$ cat src/rtl/serial_32x8.sv
// 32-bit to 8-bit serializer: one word in, four bytes out MSB first, with a one-word hold
// register so back-to-back words stream without gaps. Optional parity output: SERIAL_32X8_PARITY_EN.
module serial_32x8 (
  input  logic        clk_4f,
  input  logic        reset_L,
  input  logic [31:0] data_in_32x8,
  input  logic        valid_in_32x8,
  output logic        ready_out_32x8,
  output logic [7:0]  data_out_32x8,
  output logic        valid_out_32x8,
  output logic        word_start_32x8
`ifdef SERIAL_32X8_PARITY_EN
  ,
  output logic        parity_out_32x8
`endif
);

  typedef enum logic {
    ST_IDLE = 1'b0,
    ST_SEND = 1'b1
  } state_t;

`ifdef SERIAL_32X8_PARITY_EN
  function automatic logic parity8(input logic [7:0] b);
    return ^b;
  endfunction
`endif

  state_t      state_r;
  logic [31:0] shifter_r;
  logic [1:0]  cnt_r;
  logic [31:0] hold_r;
  logic        hold_full_r;
  logic [7:0]  data_out_r;
  logic        valid_out_r;
  logic        word_start_r;

  logic        accept_s;
  logic        load_hold_s;
  logic        load_in_s;
  logic        advance_s;
  logic        to_hold_s;
  logic [31:0] load_word_s;
  logic [7:0]  data_nxt_s;
  logic        valid_nxt_s;
  logic        word_start_nxt_s;

  assign ready_out_32x8 = !hold_full_r;
  assign accept_s       = valid_in_32x8 && !hold_full_r;

  // Decide what the next edge does: load a word, step to the next byte, park in hold, or go idle
  always_comb begin
    load_hold_s = 1'b0;
    load_in_s   = 1'b0;
    advance_s   = 1'b0;
    to_hold_s   = 1'b0;
    case (state_r)
      ST_IDLE: begin
        if (accept_s) begin
          load_in_s = 1'b1;
        end else begin
          load_in_s = 1'b0;
        end
      end
      ST_SEND: begin
        if (cnt_r != 2'd3) begin
          advance_s = 1'b1;
          if (accept_s) begin
            to_hold_s = 1'b1;
          end else begin
            to_hold_s = 1'b0;
          end
        end else if (hold_full_r) begin
          // hold_full forces ready low, so no new word can compete with the held one here
          load_hold_s = 1'b1;
        end else if (accept_s) begin
          load_in_s = 1'b1;
        end else begin
          load_in_s = 1'b0;
        end
      end
      default: begin
        load_in_s = 1'b0;
      end
    endcase
  end

  // Next output byte and flags derived from the chosen action
  always_comb begin
    load_word_s      = load_hold_s ? hold_r : data_in_32x8;
    data_nxt_s       = 8'h00;
    valid_nxt_s      = 1'b0;
    word_start_nxt_s = 1'b0;
    if (load_hold_s || load_in_s) begin
      data_nxt_s       = load_word_s[31:24];
      valid_nxt_s      = 1'b1;
      word_start_nxt_s = 1'b1;
    end else if (advance_s) begin
      data_nxt_s       = shifter_r[23:16];
      valid_nxt_s      = 1'b1;
      word_start_nxt_s = 1'b0;
    end else begin
      data_nxt_s       = 8'h00;
      valid_nxt_s      = 1'b0;
      word_start_nxt_s = 1'b0;
    end
  end

  // Shifter, byte counter, state and registered byte outputs
  always_ff @(posedge clk_4f or negedge reset_L) begin
    if (!reset_L) begin
      state_r      <= ST_IDLE;
      shifter_r    <= 32'h0000_0000;
      cnt_r        <= 2'd0;
      data_out_r   <= 8'h00;
      valid_out_r  <= 1'b0;
      word_start_r <= 1'b0;
    end else begin
      data_out_r   <= data_nxt_s;
      valid_out_r  <= valid_nxt_s;
      word_start_r <= word_start_nxt_s;
      if (load_hold_s || load_in_s) begin
        state_r   <= ST_SEND;
        shifter_r <= load_word_s;
        cnt_r     <= 2'd0;
      end else if (advance_s) begin
        state_r   <= ST_SEND;
        shifter_r <= {shifter_r[23:0], 8'h00};
        cnt_r     <= cnt_r + 2'd1;
      end else begin
        // cnt is left alone; it only wraps on the next load
        state_r   <= ST_IDLE;
        shifter_r <= shifter_r;
        cnt_r     <= cnt_r;
      end
    end
  end

  // One-word hold register filled while a word is mid-flight
  always_ff @(posedge clk_4f or negedge reset_L) begin
    if (!reset_L) begin
      hold_r      <= 32'h0000_0000;
      hold_full_r <= 1'b0;
    end else if (load_hold_s) begin
      hold_r      <= hold_r;
      hold_full_r <= 1'b0;
    end else if (to_hold_s) begin
      hold_r      <= data_in_32x8;
      hold_full_r <= 1'b1;
    end else begin
      hold_r      <= hold_r;
      hold_full_r <= hold_full_r;
    end
  end

`ifdef SERIAL_32X8_PARITY_EN
  logic parity_r;

  // Even parity of the byte being registered, forced low when no byte is valid
  always_ff @(posedge clk_4f or negedge reset_L) begin
    if (!reset_L) begin
      parity_r <= 1'b0;
    end else if (valid_nxt_s) begin
      parity_r <= parity8(data_nxt_s);
    end else begin
      parity_r <= 1'b0;
    end
  end

  assign parity_out_32x8 = parity_r;
`endif

  assign data_out_32x8   = data_out_r;
  assign valid_out_32x8  = valid_out_r;
  assign word_start_32x8 = word_start_r;

endmodule

$ cat config.mk
export PLATFORM = sky130hd
export DESIGN_NAME = serial_32x8
export DESIGN_NICKNAME = d
export VERILOG_FILES = /design/src/rtl/serial_32x8.sv
export SDC_FILE = /design/constraint.sdc
export NUM_CORES = 1
export LEC_CHECK = 0
export CAP_MARGIN = 20
export CORE_ASPECT_RATIO = 0.75
export CORE_MARGIN = 3
export CORE_UTILIZATION = 50
export CTS_BUF_LIST = sky130_fd_sc_hd__clkbuf_8 sky130_fd_sc_hd__clkbuf_16
export CTS_CLUSTER_DIAMETER = 200
export DETAILED_ROUTE_END_ITERATION = 7
export PLACE_DENSITY = 0.83
export SETUP_SLACK_MARGIN = 0.4
export SYNTH_ARGS = -nofsm -noshare
export SYNTH_HDL_FRONTEND = slang
export SYNTH_SLANG_ARGS = --single-unit
$ cat constraint.sdc
create_clock -name clk_4f -period 4.95 [get_ports clk_4f]
set_input_delay 0.7425 -clock clk_4f [delete_from_list [all_inputs] [get_ports clk_4f]]
set_output_delay 0.7425 -clock clk_4f [all_outputs]
set_load 0.03 [all_outputs]
==> results.yml, run 1 <==
sta:
  fin_crit_ns: 2.97
  worst_slack_ns: 1.98
  final_max_slew_viol_count: 0
  finalClockSkew_ns: 0.00813
  whs_ns: 0.395
  finalCritPeriodShare_pct: 60.1
  hold_viol: 0
  timing.fmax_ghz: 0.336
  finalSetupTns_ns: 0
  slew-limit-headroom_pct: 26.5
  finalSetupViolations: 0
  worst_pin_slew_ns: 1.10
  rsz0062_at_grt: "no"
floorplanning:
  core_um2: 6470
  fp-row-count: 25
  ios: 46
  dieArea_um2: 7890
  die_height_um: 77.7
  initial_core_util_pct: 52.9
  die_w_um: 102
routing:
  viasPerCell: 6.22
  ant_nets: 0
  wl_per_cell_um: 19.6
  dr.first_iter.drc_count: 203
  drt-total-wl_mm: 8.02
  vias: 2545
  drc: 0
  drt-pass1-iter-count: 4
clock_network:
  clk_latency_ns: 0.35
  post_cts_resize_count: 0
  cts_root_buffer: "clkbuf_8"
  postCtsHoldBufs: 0
  cts.sinks: 69
  clkTransAtPathRegs_ns: 0.08
  clock_path_buffers: 2
  post_cts_buffers: 0
  cts_buffers: 9
  cts_tree: "built"
  cts_max_level: 3
setup_path:
  cp_max_fo: 35
  worst-path-buf-inv: 2
  crit_slowest_cell: "clkdlybuf4s50_1"
  crit_chain: "buf_4 -> clkdlybuf4s50_1"
  crit_path_end_kind: "output port"
  critPathLaunchType: "register"
  max_stage_delay_ns: 0.75
  critical_path_class: "register to output port"
  cp.required_ns: 4.21
  path_delay_family: "buffers and inverters"
  worstPathArrival_ns: 2.23
synth:
  ys_ff_latch: 69
  syn-num-nets: 325
  yosys.area.top_type: "dfrtp_1"
  ys_warn_count: 0
  syn_avg_cell_area_um2: 11.8
  yosysSeqAreaShare_pct: 50.4
  ys_types: 23
  synth_flop_cell: "dfrtp_1"
  synth_common_cells: "69 x dfrtp_1, 32 x nor2_1, 30 x mux2_4, 18 x inv_1, 17 x a22o_1"
  synth_area_leaders: "dfrtp_1 50%, mux2_4 13%, a22o_1 4.3%"
  syn_inst: 289
  syn_area_um2: 3420
  synth_edf_count: 0
  synth_top_area_share_pct: 50.4
  yosysMostFrequentCell: "dfrtp_1"
  async_reset_ff_share_pct: 100
global_routing:
  grt_overflow_total: 0
  use_met1_pct: 29.9
  grt_usage_pct: 21.5
  use_met2_pct: 33.2
  first_global_vias: 2600
  top_usage_layer: "met2"
  grt_pass1_wl_mm: 13.1
  grt.met3_usage_pct: 6.11
  grt_antenna_before_repair: 0
  grt_max_degree: 52
finish:
  seqCellArea_um2: 1730
  multi_input_area_um2: 1470
  fin_area_um2: 4120
  diodes: 0
  nets: 359
  drive_gt1_share_pct: 21.0
  fill_cells: 531
  post-route-util_pct: 63.7
  area_delta_synth_final_pct: 20.4
  final_cells: 409
placed_design:
  dp.cells: 392
  post-place-ws_ns: 1.67
  port_buffers: 45
  placed_area_um2: 3860
  hpwl_mm: 4.81
  place.gp.congestion: 0.772
power_and_ir_drop:
  comb_power_share_pct: 45.8
  total_power_mw: 2.98
  powerDensity_nw_per_um2: 723
  leakage_nw: 1.84
  vdd_drop_max_uv: 344
  netSwitchingFraction_pct: 36.5
  power_frac_seq_pct: 35.1
  p_int_mw: 1.89
  power_switching_mw: 1.09
  power_frac_clock_pct: 19.1
worst_hold_path:
  hold_class: "input pin to asynchronous set/reset pin"
flow_run:
  max_cap_viol_count: 0
status:
  outcome: "finished clean"
==> cell usage in the layout, fill, tap and decap left out, types with 2 or more instances in the layout <==
master           instances
clkdlybuf4s50_1         44
a32o_1                   8
nor2_1                  32
o22ai_1                 16
a21bo_2                  8
a21oi_1                 11
buf_4                    6
a221o_1                  8
nand2b_1                 2
mux2_2                   3
a22oi_1                  8
a22o_1                  17
bufinv_16                3
dfrtp_1                 68
a221oi_1                16
nor3b_1                  8
inv_1                   18
clkbuf_8                 9
mux2_4                  30
inv_6                    2
==> sequential cells by signal, summed over array words and instances, names as in the netlist <==
| name | cells |
|---|---|
| hold_full_r | 1 |
| valid_out_32x8 | 1 |
| word_start_32x8 | 1 |
| shifter_r | 24 |
| data_out_32x8 | 8 |
| hold_r | 32 |
| cnt_r | 2 |
==> per-layer routing <==
layer | routed length, um | up-vias
li1 | - | 1140
met1 | 3630 | 1319
met2 | 3870 | 75
met3 | 414 | 11
met4 | 106 | 0
met5 | 0 | -
==> area by class of cell <==
type,instances,share of cell area (%)
clock inverters,7,2.94
repair buffers,52,12.4
multi-input cells,173,35.6
flip-flops and latches,69,41.9
inverters,18,1.64
well taps,81,2.46
clock buffers,9,3.01
==> worst paths after layout <==
check | start | to | slack [ns] | depth (start not counted)
setup / recovery | valid_out_32x8 | valid_out_32x8 | 1.98 | 2
hold / removal | reset_L | hold_r[31] | 0.39 | 1
setup reg to reg | hold_full_r | shifter_r[15] | 2.49 | 3
hold reg to reg | hold_r[16] | hold_r[16] | 0.52 | 1
max in group asynchronous | reset_L | shifter_r[12] | 3.57 | 2
min in group clk_4f | hold_r[16] | hold_r[16] | 0.52 | 1
==> logic make-up after synthesis <==
kind of cell / synth area share [%]
AO/OA/AOI/OAI: 22.0
multiplexers: 14.1
AND/OR/NAND/NOR: 6.28
adder cells (fa/ha/maj): 0.365
buffers and inverters: 6.80
flip-flops: 50.4
==> power by group through the flow <==
stage               Clock [mW]  Combinational [mW]  Sequential, mW
CTS                      0.578                1.36            1.04
global placement             0                1.30            1.03
detailed placement           0                1.35            1.05
global route             0.604                1.49            1.08
finish                   0.570                1.37            1.04
floorplan                    0                1.02            1.04
No activity file was read; power rests on OpenSTA's default activity.
==> run 2, diff against run 1 <==
Settings changed: CORE_UTILIZATION 50 to 49, PLACE_DENSITY 0.83 to 0.84.
Clock period 4.95 ns to 2.5 ns, I/O delays scaled along.
==> run 2 against run 1 <==
Against the previous run:
- worst setup slack got worse by 1.4 ns
- final area decreased by 0.46%
- global-route usage down 0.81 points
- first-iteration DRC count is 3.4% lower
- register-to-register slack worse by 1.8 ns
- sequential share of layout area increased by 0.22 points
- routed wire length is 3.4% lower
- critical endpoint unchanged
- largest power group unchanged
==> results.yml, run 2 (synthesized netlist as in run 1, its figures left out) <==
power_and_ir_drop:
  total_power_mw: 5.59
  comb_power_share_pct: 49.9
  leakage_nw: 1.84
  vdd_drop_max_uv: 508
  power_frac_seq_pct: 36.4
  power_switching_mw: 2.08
  powerDensity_nw_per_um2: 1360
  netSwitchingFraction_pct: 37.2
  p_int_mw: 3.51
  power_frac_clock_pct: 13.6
routing:
  vias: 2528
  drt-total-wl_mm: 7.74
  ant_nets: 0
  wl_per_cell_um: 18.7
  drt-pass1-iter-count: 5
  dr.first_iter.drc_count: 196
  viasPerCell: 6.12
  drc: 0
finish:
  area_delta_synth_final_pct: 19.8
  nets: 365
  mostFrequentLayoutCell: "dfrtp_1"
  regMostFlops: "hold_r"
  drive_gt1_share_pct: 22.0
  mostFrequentLayoutCells: "67 x dfrtp_1, 43 x clkdlybuf4s50_1, 32 x nor2_1"
  post-route-util_pct: 62.8
  largest_register_ff_count: 32
  final_cells: 413
  diodes: 0
global_routing:
  grt_antenna_before_repair: 0
  grt_pass1_wl_mm: 12.9
  grt_overflow_total: 0
  grt_usage_pct: 20.7
  grt_max_degree: 70
  first_global_vias: 2504
setup_path:
  crit_path_end_kind: "output port"
  critical_path_class: "register to output port"
  crit_chain: "clkdlybuf4s50_1"
  path_delay_family: "buffers and inverters"
  max_stage_delay_ns: 0.73
  cp.required_ns: 2.12
  crit_slowest_cell: "clkdlybuf4s50_1"
  worst-path-buf-inv: 1
  cp_max_fo: 14
  worstPathArrival_ns: 1.59
  critPathLaunchType: "register"
floorplanning:
  fp-row-count: 25
  die_height_um: 78.4
  initial_core_util_pct: 52.4
  die_w_um: 103
  ios: 46
  core_um2: 6540
  dieArea_um2: 8040
clock_network:
  clock_path_buffers: 2
  clk_latency_ns: 0.34
  cts_max_level: 3
  cts.sinks: 69
  cts_tree: "built"
  clkTransAtPathRegs_ns: 0.07
  cts_buffers: 9
  cts_root_buffer: "clkbuf_8"
placed_design:
  place.gp.congestion: 0.769
  hpwl_mm: 4.84
  dp.cells: 399
  port_buffers: 45
  post-place-ws_ns: 0.479
worst_hold_path:
  hold_class: "input pin to asynchronous set/reset pin"
sta:
  timing.fmax_ghz: 0.509
  slew-limit-headroom_pct: 69.7
  finalClockSkew_ns: 0.0115
  final_max_slew_viol_count: 0
  finalSetupViolations: 0
  hold_viol: 0
  rsz0062_at_grt: "no"
  worst_pin_slew_ns: 0.455
  fin_crit_ns: 1.96
  worst_slack_ns: 0.535
  finalSetupTns_ns: 0
  finalCritPeriodShare_pct: 78.6
flow_run:
  max_cap_viol_count: 0
status:
  outcome: "finished clean"
## run 2: cell types whose count changed in the layout (fill, tap and decap cells not counted)
cell | previous run | this run
dlygate4sd2_1 | 0 | 1
clkinv_4 | 1 | 0
buf_12 | 1 | 3
bufinv_16 | 3 | 0
dfrtp_1 | 68 | 67
clkinv_2 | 1 | 3
dfrtp_2 | 1 | 2
inv_6 | 2 | 0
buf_4 | 6 | 10
clkbuf_8 | 9 | 10
inv_1 | 18 | 19
clkdlybuf4s50_1 | 44 | 43
## run 2: power by group through the flow
stage	logic, mW	clock network [mW]	registers, mW
6_report	2.79	0.763	2.04
5_1_grt	3.06	0.826	2.10
4_1_cts	2.80	0.781	2.04
3_5_place_dp	2.79	0	2.04
3_3_place_gp	2.72	0	2.01
2_1_floorplan	2.02	0	2.06
## run 2: layout make-up
class                   count  area (um2)
clock buffers              10         138
clock inverters             4        18.8
fillers                   529        2430
repair buffers             58         579
well taps                  81         101
flip-flops and latches     69        1730
inverters                  18        67.6
multi-input cells         173        1470
## run 2: metal layers
metal | vias up | track usage, % | routed length [um]
met4 | 0 | 5.90 | 51
met3 | 6 | 6.04 | 581
met1 | 1274 | 29.6 | 3540
met5 | - | 0 | 0
li1 | 1152 | - | -
met2 | 96 | 30.5 | 3570
## run 2: per-stage QoR
step                      instance area, um2  hold slack (ns)
after floorplan                         3420           0.0794
after global placement                  3950            0.422
after detailed placement                3950            0.425
after CTS                               4100           0.0577
after global routing                    4100           0.0622
final                                   4100           0.0459
## run 2: worst paths after layout
check | cells after the start | slack (ns) | endpoint | from
max | 1 | 0.54 | valid_out_32x8 | valid_out_32x8
min | 2 | 0.05 | cnt_r[1] | reset_L
max reg2reg | 6 | 0.66 | shifter_r[15] | cnt_r[1]
min reg2reg | 1 | 0.51 | hold_r[15] | hold_r[15]
max in group asynchronous | 2 | 2.14 | shifter_r[15] | reset_L
min in group clk_4f | 1 | 0.51 | hold_r[15] | hold_r[15]
## run 2: repair_timing
item,CTS,global route
endpoints found under the setup margin,1,0
hold buffers,0,0
buffers inserted,0,0
resized for setup,2,0
==> run 3, diff against run 2 <==
Settings changed: CORE_UTILIZATION 49 to 50, PLACE_DENSITY 0.84 to 0.83.
Clock period 2.5 ns to 2 ns, I/O delays scaled along.
==> run 3 against run 2 <==
Against the previous run:
- total power up 37%
- worst setup slack worse by 0.13 ns
- non-clock buffer count up 11
- clock-buffer cell count down 1
- global-route usage up 2.0 points
- sequential power up 22%
- routed wire length up 10%
- clock power up 68%
- combinational power up 41%
- register-to-register slack worse by 0.26 ns
- utilization up 4.4 points
==> results.yml, run 3 (synthesized netlist as in run 1, its figures left out) <==
status:
  outcome: "finished clean"
finish:
  fin_area_um2: 4350
  seqCellArea_um2: 1730
  mostFrequentLayoutCell: "dfrtp_1"
  drive_gt1_share_pct: 25.8
  largest_register_ff_count: 32
  multi_input_area_um2: 1490
  diodes: 0
  nets: 376
  regMostFlops: "hold_r"
  mostFrequentLayoutCells: "68 x dfrtp_1, 33 x clkdlybuf4s50_1, 32 x nor2_1"
  area_delta_synth_final_pct: 27.0
  fill_cells: 462
placed_design:
  place.gp.congestion: 0.776
  placed_area_um2: 4010
  hpwl_mm: 5.11
  port_buffers: 45
  post-place-ws_ns: 0.0472
setup_path:
  crit_path_start: "cnt_r[1]"
  crit-reg2reg-launch: "cnt_r[1]"
  cp.required_ns: 2.24
  worstPathArrival_ns: 1.83
  cp_max_fo: 8
  crit_path_end_kind: "register"
  r2r_slack_ns: 0.40
  r2r_end: "hold_r[12]"
  critPathLaunchType: "register"
  worstRegToRegCells: 5
  crit_end: "hold_r[12]"
  critical_path_class: "register to register"
sta:
  slew-limit-headroom_pct: 74.9
  finalSetupViolations: 0
  whs_ns: 0.484
  rsz0062_at_grt: "yes"
  timing.fmax_ghz: 0.627
  worst_slack_ns: 0.404
  finalSetupTns_ns: 0
  final_max_slew_viol_count: 0
  fin_crit_ns: 1.60
  finalClockSkew_ns: 0.00775
  worst_pin_slew_ns: 0.376
  hold_viol: 0
  finalCritPeriodShare_pct: 79.8
routing:
  vias: 2614
  dr_wl_met3_um: 681
  routed-wl-met2_mm: 3.95
  drc: 0
  viasPerCell: 6.14
  wl_per_cell_um: 20.0
  met1_length_mm: 3.77
  drt-pass1-iter-count: 4
  top_layer_used: "met4"
  dr.first_iter.drc_count: 304
  ant_nets: 0
  drt-total-wl_mm: 8.54
floorplanning:
  dieArea_um2: 7890
  ios: 46
  core_um2: 6470
  fp-row-count: 25
  die_w_um: 102
  initial_core_util_pct: 52.9
  die_height_um: 77.7
clock_network:
  clk_latency_ns: 0.35
  cts_buffers: 9
  cts.sinks: 69
  clock_path_buffers: 2
  cts_tree: "built"
  cts_max_level: 3
  cts_root_buffer: "clkbuf_8"
  clkTransAtPathRegs_ns: 0.08
flow_run:
  max_cap_viol_count: 0
worst_hold_path:
  hold_class: "input pin to asynchronous set/reset pin"
power_and_ir_drop:
  leakage_nw: 1.96
  powerDensity_nw_per_um2: 1770
  vdd_drop_max_uv: 720
  total_power_mw: 7.68
global_routing:
  first_global_vias: 2653
  grt_usage_pct: 22.7
  grt_pass1_wl_mm: 13.9
  grt_max_degree: 70
  grt_antenna_before_repair: 0
  grt_overflow_total: 0
[run 3: area by class of cell]
class | count | share of cell area, %
Timing Repair Buffer | 69 | 16.9
Clock inverter | 7 | 2.30
Clock buffer | 9 | 2.85
Tap cell | 81 | 2.33
Multi-Input combinational cell | 173 | 34.4
Inverter | 18 | 1.55
Sequential cell | 69 | 39.7
[run 3: worst min path at each step]
stage,start,endpoint,cells after the start
after floorplan,reset_L,cnt_r[0],0
after global placement,reset_L,shifter_r[1],2
after detailed placement,reset_L,shifter_r[9],2
after CTS,reset_L,data_out_32x8[5],3
after global routing,reset_L,shifter_r[1],3
final,reset_L,hold_r[1],3
[run 3: critical path: stages, from the launching register on]
cell and delay, ns:
dfrtp_1 0.42, ha_4 0.20, nor2b_4 0.12, and2_4 0.24, clkbuf_16 0.20, mux2_4 0.30
[run 3: power by group]
group	switching, mW	internal [mW]	total, mW
Sequential	0.369	2.11	2.48
Combinational	1.90	2.02	3.92
Clock	0.577	0.705	1.28
[run 3: stage by stage]
| step | util [%] | std cells |
|---|---|---|
| after floorplan | - | 289 |
| after global placement | 62.0 | 403 |
| final | 67.1 | 426 |
| after detailed placement | 62.0 | 403 |
| after CTS | 66.1 | 423 |
| after global routing | 67.1 | 426 |
[run 3: what timing repair did]
| item | 4_1_cts | 5_1_grt |
|---|---|---|
| hold endpoints to repair | 69 | 0 |
| pin swaps | 0 | 1 |
| hold buffers | 1 | 0 |
| buffers inserted | 2 | 2 |
| gates resized for setup | 14 | 8 |
| gates cloned | 1 | 1 |
| setup endpoints to repair | 45 | 61 |
[run 3: metal layers]
layer,global-route usage [%],vias to the layer above
met2,32.7,123
met3,6.20,12
li1,-,1176
met5,0,-
met1,33.6,1303
met4,6.24,0
